==> config.mk <==
export PLATFORM = sky130hd
export DESIGN_NAME = anim_sequencer
export DESIGN_NICKNAME = d
export VERILOG_FILES = /design/src/rtl/anim_sequencer.sv
export SDC_FILE = /design/constraint.sdc
export NUM_CORES = 1
export LEC_CHECK = 0
export BUFFER_PORTS_ARGS = -buffer_cell sky130_fd_sc_hd__buf_2
export CELL_PAD_IN_SITES_DETAIL_PLACEMENT = 2
export CELL_PAD_IN_SITES_GLOBAL_PLACEMENT = 2
export CORE_MARGIN = 4
export CORE_UTILIZATION = 34
export DETAILED_ROUTE_END_ITERATION = 16
export GPL_ROUTABILITY_DRIVEN = 0
export GPL_TIMING_DRIVEN = 0
export PLACE_DENSITY_LB_ADDON = 0.1
export SYNTH_ARGS = -nofsm -noshare
export SYNTH_HDL_FRONTEND = slang
export SYNTH_SLANG_ARGS = --single-unit
==> constraint.sdc <==
create_clock -name clk -period 1.9 [get_ports clk]
set_input_delay 0.19 -clock clk [delete_from_list [all_inputs] [get_ports clk]]
set_output_delay 0.19 -clock clk [all_outputs]
set_load 0.01 [all_outputs]
==> src/rtl/anim_sequencer.sv <==
// anim_sequencer: debounced start/pause keys driving a 12-frame animation
// sequencer (cat 0-3, dog 0-3, mouse 0-3) for the dot-matrix driver.
// Optional macro ANIM_SEQ_LOOP_EN: when defined the sequence wraps from
// frame 11 back to frame 0 and keeps running instead of returning to IDLE.
module anim_sequencer #(
   parameter int TICK_DIV = 1000,
   parameter int TICK_W   = 10,
   parameter int DEB_CYC  = 20,
   parameter int DEB_W    = 5
) (
   input  logic       clk,
   input  logic       rst,
   input  logic       key_start,
   input  logic       key_pause,
   output logic [3:0] mode,
   output logic       running,
   output logic       step_pulse,
   output logic       seq_done
);

   localparam logic [DEB_W-1:0]  DEB_MAX   = DEB_W'(DEB_CYC);
   localparam logic [DEB_W-1:0]  DEB_ONE   = DEB_W'(1);
   localparam logic [TICK_W-1:0] TICK_LAST = TICK_W'(TICK_DIV - 1);
   localparam logic [TICK_W-1:0] TICK_ONE  = TICK_W'(1);
   localparam logic [3:0]        LAST_FRAME = 4'd11;

   typedef enum logic [1:0] {
      ST_IDLE  = 2'd0,
      ST_RUN   = 2'd1,
      ST_PAUSE = 2'd2
   } state_t;

   // Key path state: bit 0 = start key, bit 1 = pause key.
   logic [1:0]       sync1_r;
   logic [1:0]       sync2_r;
   logic [1:0]       level_r;
   logic [1:0]       level_d_r;
   logic [DEB_W-1:0] deb_cnt_r [2];
   logic [1:0]       press_s;
   logic             start_p;
   logic             pause_p;

   state_t           state_r;
   logic [TICK_W-1:0] tick_cnt_r;
   logic             tick_s;
   logic             last_frame_s;

   // Synchronize the raw keys, debounce them and remember the previous level.
   always_ff @(posedge clk) begin
      if (rst) begin
         sync1_r   <= 2'b00;
         sync2_r   <= 2'b00;
         level_r   <= 2'b00;
         level_d_r <= 2'b00;
         for (int i = 0; i < 2; i++) begin
            deb_cnt_r[i] <= '0;
         end
      end else begin
         sync1_r   <= {key_pause, key_start};
         sync2_r   <= sync1_r;
         level_d_r <= level_r;
         for (int i = 0; i < 2; i++) begin
            if (deb_cnt_r[i] == DEB_MAX) begin
               // Enough consecutive differing samples collected: accept.
               level_r[i]   <= ~level_r[i];
               deb_cnt_r[i] <= '0;
            end else if (sync2_r[i] != level_r[i]) begin
               deb_cnt_r[i] <= deb_cnt_r[i] + DEB_ONE;
            end else begin
               deb_cnt_r[i] <= '0;
            end
         end
      end
   end

   // Press pulses on 0->1 debounced transitions; frame-step and end detection.
   always_comb begin
      press_s      = level_r & ~level_d_r;
      start_p      = press_s[0];
      pause_p      = press_s[1];
      tick_s       = (state_r == ST_RUN) && (tick_cnt_r == TICK_LAST);
      last_frame_s = (mode == LAST_FRAME);
   end

   // Sequencer FSM with registered outputs; running tracks the next state.
   always_ff @(posedge clk) begin
      if (rst) begin
         state_r    <= ST_IDLE;
         mode       <= 4'd0;
         tick_cnt_r <= '0;
         running    <= 1'b0;
         step_pulse <= 1'b0;
         seq_done   <= 1'b0;
      end else begin
         step_pulse <= 1'b0;
         seq_done   <= 1'b0;
         case (state_r)
            ST_IDLE: begin
               tick_cnt_r <= '0;
               if (start_p) begin
                  state_r <= ST_RUN;
                  mode    <= 4'd0;
                  running <= 1'b1;
               end else begin
                  running <= 1'b0;
               end
            end
            ST_RUN: begin
               if (start_p) begin
                  // Restart wins over a coinciding tick or pause.
                  mode       <= 4'd0;
                  tick_cnt_r <= '0;
                  running    <= 1'b1;
               end else if (tick_s) begin
                  tick_cnt_r <= '0;
                  if (!last_frame_s) begin
                     mode       <= mode + 4'd1;
                     step_pulse <= 1'b1;
                     if (pause_p) begin
                        state_r <= ST_PAUSE;
                        running <= 1'b0;
                     end else begin
                        running <= 1'b1;
                     end
                  end else begin
                     seq_done <= 1'b1;
`ifdef ANIM_SEQ_LOOP_EN
                     mode       <= 4'd0;
                     step_pulse <= 1'b1;
                     if (pause_p) begin
                        state_r <= ST_PAUSE;
                        running <= 1'b0;
                     end else begin
                        running <= 1'b1;
                     end
`else
                     // Last frame stays on display after the one-shot run.
                     state_r <= ST_IDLE;
                     running <= 1'b0;
`endif
                  end
               end else if (pause_p) begin
                  state_r <= ST_PAUSE;
                  running <= 1'b0;
               end else begin
                  tick_cnt_r <= tick_cnt_r + TICK_ONE;
                  running    <= 1'b1;
               end
            end
            ST_PAUSE: begin
               if (start_p) begin
                  state_r    <= ST_RUN;
                  mode       <= 4'd0;
                  tick_cnt_r <= '0;
                  running    <= 1'b1;
               end else if (pause_p) begin
                  // Resume with the partial frame time preserved.
                  state_r <= ST_RUN;
                  running <= 1'b1;
               end else begin
                  running <= 1'b0;
               end
            end
            default: begin
               state_r    <= ST_IDLE;
               mode       <= 4'd0;
               tick_cnt_r <= '0;
               running    <= 1'b0;
            end
         endcase
      end
   end

endmodule

==> results of run 1 <==
[report_power, final]
part / switching (mW) / internal [mW]
registers: 0.0310 / 0.841
logic: 0.164 / 0.101
clock network: 0.273 / 0.382
[cells in the mapped netlist (2+ instances only)]
cell type	instances	area [um2]
ha_1	11	138
xnor2_1	9	78.8
o31ai_1	3	22.5
nand3_1	9	45.0
dfxtp_1	27	541
nand4b_1	2	17.5
buf_2	2	10.0
a211oi_1	5	37.5
nand4_1	4	25.0
nor3_1	5	25.0
clkbuf_1	3	11.3
nand2b_1	2	12.5
edfxtp_1	10	300
nor2_1	26	97.6
nor4b_1	2	17.5
a21oi_1	11	55.1
or3_1	2	12.5
and2_1	3	18.8
and4b_1	2	20.0
inv_1	10	37.5
o211ai_1	3	22.5
nor2b_1	8	50.1
nor3b_1	2	15.0
xor2_1	9	78.8
nand2_1	10	37.5
[metal layers]
layer  GRT usage  routed length, um
met5           0                  0
met1       0.202               2280
met2       0.277               2440
met4      0.0548                 74
met3      0.0336                 91
[worst reg2reg max path, stage by stage (launching register included)]
cell	delay (ps)
dfxtp_4	360
ha_4	150
nand4_1	180
o31a_4	410
a21o_1	210
or4_4	420
a21oi_2	130
[flip-flops by register name (all words and copies together) (netlist names)]
| name | cells |
|---|---|
| deb_cnt_r | 10 |
| tick_cnt_r | 10 |
| mode | 4 |
| level_d_r | 2 |
| level_r | 2 |
| state_r | 2 |
| sync1_r | 2 |
| sync2_r | 2 |
| running | 1 |
| seq_done | 1 |
| step_pulse | 1 |
[cell type report]
cell class                      instances  area [um2]
Multi-Input combinational cell        155        1150
Fill cell                             585        2840
Buffer                                  5        22.5
Sequential cell                        37         851
Inverter                               10        37.5
Clock inverter                          2        35.0
Timing Repair Buffer                   18         110
Tap cell                               70        87.6
Clock buffer                            5        68.8
[how the worst min path moves through the flow]
stage / slack [ps] / endpoint / startpoint / depth (start not counted)
after floorplan: 320 / sync1_r[0] / key_start / 1
after global placement: 400 / sync1_r[0] / key_start / 2
after detailed placement: 420 / sync1_r[0] / key_start / 2
after CTS: 120 / sync1_r[0] / key_start / 2
after global routing: 110 / sync1_r[0] / key_start / 2
final: 120 / sync1_r[0] / key_start / 2
[what timing repair did]
| action | in CTS | in global routing |
|---|---|---|
| endpoints found under the setup margin | 18 | 16 |
| hold endpoints to repair | 0 | 0 |
| buffers inserted | 2 | 7 |
| pin swaps | 3 | 11 |
| gates resized for setup | 20 | 14 |
| cloned | 0 | 0 |
[through the flow]
stage                     std cells  instance area, um2  setup WS (ps)  total power, mW  utilization
final                           302                2360          -44.0             1.79        0.454
after global routing            302                2360           -103             1.90        0.454
after CTS                       296                2260           14.7             1.78        0.434
after detailed placement        287                2040           -441             1.11        0.392
after global placement          287                2040           -341             1.10        0.392
after floorplan                 207                1900           24.8             1.04            -
[cells by family after synthesis]
kind of cell,count (synthesis)
AOI/OAI and AO/OA,31
xor gates and xnor gates,18
and+or+nand+nor,84
other,1
adders and majority gates,11
DFF,37
muxes,1
buffers and inverters,15
==> summary.md, run 1 <==
| Metric | Value |
|---|---|
| ANT cells | `0` |
| Final Hold Fails | `0` |
| H-tree depth | `2` |
| Dpl hpwl | `3560 um` |
| TritonCTS buffer count | `5` |
| Worst r2r path cells | `6` |
| Xor and xnor fraction of the mapped netlist area | `0.0845` |
| Commonest non-fill, non-tap cells in the layout | `24 x nor2_1, 23 x dfxtp_1, 12 x buf_2` |
| Yosys warns | `0` |
| Worst R2R Setup Slack | `-40 ps` |
| DR vias | `1561` |
| Worst path top cell family by delay | `compound AO/OA/AOI/OAI gates` |
| Nets@finish | `247` |
| Synth Flop Type | `dfxtp_1` |
| Routed wire per std cell | `16.2 um` |
| Die Height | `82.1 um` |
| Worst Setup SP | `tick_cnt_r[0]` |
| Max-cap viol count | `0` |
| CP Depth | `6` |
| Hold WC Path Type | `in -> reg` |
| Crit path capture | `tick_cnt_r[5]` |
| Synth Area in Adders | `0.0737` |
| Seq/Total Area, Yosys | `0.450` |
| Part of the cycle the worst path needs | `1.02` |
| Gr usage total | `0.162` |
| Buf/Inv on CP | `0` |
| Grt ovf | `0` |
| Synth cell types | `43` |
| Number of synthesized flops with an enable pin | `10` |
| Num ports | `11` |
| Failing checks | `setup timing` |
| Commonest non-fill, non-tap cell in the layout | `nor2_1` |
| Simple-gate share of the synthesized area | `0.242` |
| Drt drc | `0` |
| Mean Syn Cell Area | `9.43 um2` |
| Leak Pwr | `0.898 nW` |
| Deepest clock path buffer count | `2` |
| 1st-pass router iterations | `4` |
| Compound-Gate Fraction of Synth Area | `0.111` |
| Outcome | `complete, but fails checks` |
| Final worst setup slack | `-44.0 ps` |
| Fin crit period | `1940 ps` |
| Worst endpoint required time | `2120 ps` |
| Synth Instances | `198` |
| Vias in the first global route | `1665` |
| CP max-delay cell | `or4_4` |
| Max VDD drop | `0.344 mV` |
| Clock sink count | `37` |
| Starting density of the core | `0.359` |
| Pwr/cell area | `759 nW/um2` |
| Die Span X | `82.1 um` |
| Clock Root Buffer | `clkbuf_8` |
| Mux contribution to synthesized area | `0.00536` |
| Finish-stage setup viols | `1` |
| Cells along the critical path | `ha_4, nand4_1, o31a_4, a21o_1, or4_4, a21oi_2` |
| Startpoint Class | `register` |
| Hold Slack | `125 ps` |
| Ys async rst share | `0` |
| Layout cells sized above 1 | `0.220` |
| Post-DR vias/cell | `5.17` |
| Flops & latches, synth | `37` |
| Pin count of the biggest net entering global routing | `12` |
| RSZ-0062 raised after global routing | `true` |
| Synthesized cell area | `1870 um2` |
| Clock-pin transition on the worst setup and hold timing paths | `70 ps` |
| Drt total wl | `4890 um` |
| Max-slew violations | `0` |
| Routed Antenna Nets | `0` |
| Number of cell rows | `26` |
| Final Skew | `2.73 ps` |
| Clk_lat worst skew | `280 ps` |
| Port Buffer Count | `10` |
| R2r startpoint | `tick_cnt_r[0]` |
| Largest family of logic cells by synthesized area | `simple AND/OR/NAND/NOR gates` |
| Max incr delay on CP | `420 ps` |
| Worst setup EP type | `register` |
| Die Footprint | `6740 um2` |
| TritonCTS clock tree | `done` |
| Crit path max fanout | `5` |
| Highest Clock Rate | `514 MHz` |
| Initial drt markers | `30` |
| Crit path DAT | `2160 ps` |
| CTS Hold Bufs | `0` |
| Setup Crit Path Kind | `reg -> reg` |
| R2R Path End | `tick_cnt_r[5]` |
| TNS Setup | `-44.0 ps` |
| Area growth, synth to finish | `26.5%` |
| Core Area | `5200 um2` |
| Initial antenna violation count | `0` |
| First-pass GRT wire length | `8200 um` |
Power figures use the tool's default switching activity.
==> run 2, diff against run 1 <==
--- a/config.mk
+++ b/config.mk
@@ -14,6 +14,7 @@
 export GPL_ROUTABILITY_DRIVEN = 0
 export GPL_TIMING_DRIVEN = 0
 export PLACE_DENSITY_LB_ADDON = 0.1
+export SKIP_CTS_REPAIR_TIMING = 1
 export SYNTH_ARGS = -nofsm -noshare
 export SYNTH_HDL_FRONTEND = slang
 export SYNTH_SLANG_ARGS = --single-unit
==> run 2 against run 1 <==
Compared with the run above:
- the run still ends with setup timing left
- worst hold slack got worse by 0.96 ps
- flip-flop and latch count did not move
- clock skew rose by 2.2 ps
- clock power barely moved
- clock-buffer cell count did not move
- first-iteration DRC count rose to 2.5 times the previous value
- power fell by 0.33%
- via count rose by 1.0%
- critical path type unchanged
- largest power group unchanged
- highest routed layer unchanged
==> summary.md, run 2 (same netlist as run 1, synthesis figures left out) <==
| Metric | Value |
|---|---|
| Grt ovf | `0` |
| Initial antenna violation count | `0` |
| Setup Crit Path Kind | `reg -> reg` |
| Commonest non-fill, non-tap cell in the layout | `nor2_1` |
| Final Hold Fails | `0` |
| Clock Root Buffer | `clkbuf_8` |
| Post-Place Cells | `287` |
| Failing checks | `setup timing` |
| Fin crit period | `1960 ps` |
| Utilization after layout | `0.448` |
| Port Buffer Count | `10` |
| R2r startpoint | `tick_cnt_r[1]` |
| Clk_lat worst skew | `280 ps` |
| Finish-stage setup viols | `2` |
| Vias in the first global route | `1607` |
| Hold Slack | `124 ps` |
| Hold WC Path Type | `in -> reg` |
| Clock-pin transition on the worst setup and hold timing paths | `70 ps` |
| Slew Limit Headroom | `0.634` |
| Number of cell rows | `26` |
| Startpoint Class | `register` |
| Die Span X | `82.1 um` |
| Part of the cycle the worst path needs | `1.03` |
| Pwr/cell area | `766 nW/um2` |
| Layout cells sized above 1 | `0.208` |
| Crit path DAT | `2090 ps` |
| Area growth, synth to finish | `24.9%` |
| Hold path cells | `2` |
| Core Area | `5200 um2` |
| Deepest clock path buffer count | `2` |
| Final worst setup slack | `-55.3 ps` |
| Post-Layout Cell Count | `301` |
| TritonCTS clock tree | `done` |
| Crit path capture | `running` |
| Drt drc | `0` |
| Commonest non-fill, non-tap cells in the layout | `24 x nor2_1, 23 x dfxtp_1, 12 x buf_2` |
| Highest Clock Rate | `511 MHz` |
| Drt total wl | `4990 um` |
| Gr usage total | `0.156` |
| Largest regs | `deb_cnt_r: 10 flops, tick_cnt_r: 10 flops, mode: 4 flops` |
| Die Footprint | `6740 um2` |
| Outcome | `complete, but fails checks` |
| Routed Antenna Nets | `0` |
| First-pass GRT wire length | `7910 um` |
| Num ports | `11` |
| Routed wire per std cell | `16.6 um` |
| RSZ-0062 raised after global routing | `true` |
| Nets@finish | `246` |
| DR vias | `1577` |
| R2R Path End | `running` |
| Max-cap viol count | `0` |
| Final Skew | `4.92 ps` |
| H-tree depth | `2` |
| Worst r2r path cells | `7` |
| Worst endpoint required time | `2040 ps` |
| Worst-margin pin slew | `545 ps` |
| Max VDD drop | `0.352 mV` |
| Initial drt markers | `75` |
| Worst setup EP type | `register` |
| Worst Setup SP | `tick_cnt_r[1]` |
| TritonCTS buffer count | `5` |
| Max-slew violations | `0` |
| Worst R2R Setup Slack | `-60 ps` |
| Die Height | `82.1 um` |
| 1st-pass router iterations | `4` |
| ANT cells | `0` |
| Clock sink count | `37` |
| Leak Pwr | `0.891 nW` |
| Crit path max fanout | `5` |
| Post-DR vias/cell | `5.24` |
| Starting density of the core | `0.359` |
| Dpl hpwl | `3560 um` |
| Fill cell count | `583` |
| Pin count of the biggest net entering global routing | `12` |
-- run 2: worst max-delay path, cell delays in order, from the launching register on --
cell and delay (ps):
dfxtp_4 370, ha_4 160, nand4_1 220, buf_4 240, nor4b_4 280, a211oi_1 140
a211oi_1 280, nor4_1 110
-- run 2: report_power, final --
group	internal [mW]	switching, mW
Combinational	0.0966	0.164
Sequential	0.841	0.0314
Clock	0.381	0.271
-- run 2: cell type report --
class | instances | area (um2) | area share
plain buffers | 5 | 22.5 | 0.00966
clock buffers | 5 | 68.8 | 0.0295
clock inverters | 2 | 35.0 | 0.0150
inverters | 10 | 40.0 | 0.0172
multi-input cells | 155 | 1120 | 0.482
flip-flops and latches | 37 | 851 | 0.365
well taps | 70 | 87.6 | 0.0376
repair buffers | 17 | 103 | 0.0440
-- run 2: metal layers --
| metal | up-vias | wire length [um] | track usage | part of all wire |
|---|---|---|---|---|
| met5 | - | 0 | 0 | 0 |
| met4 | 0 | 105 | 0.0548 | 0.021 |
| met3 | 9 | 162 | 0.0336 | 0.032 |
| met2 | 27 | 2470 | 0.263 | 0.50 |
| met1 | 786 | 2250 | 0.197 | 0.45 |
| li1 | 755 | - | - | - |
-- run 2: worst min path at each step --
stage | from | endpoint | slack, ps
final | key_start | sync1_r[0] | 120
after CTS | key_start | sync1_r[0] | 120
after floorplan | key_start | sync1_r[0] | 320
after detailed placement | key_start | sync1_r[0] | 420
after global placement | key_start | sync1_r[0] | 400
after global routing | key_start | sync1_r[0] | 110
-- run 2: stage by stage --
step	cell area [um2]	worst slack (ps)	TNS (ps)	total power, mW
2_1_floorplan	1900	24.8	0	1.04
3_3_place_gp	2040	-341	-1690	1.10
3_5_place_dp	2040	-441	-3240	1.11
4_1_cts	2140	-459	-3650	1.77
5_1_grt	2330	-156	-892	1.89
6_report	2330	-55.3	-103	1.79
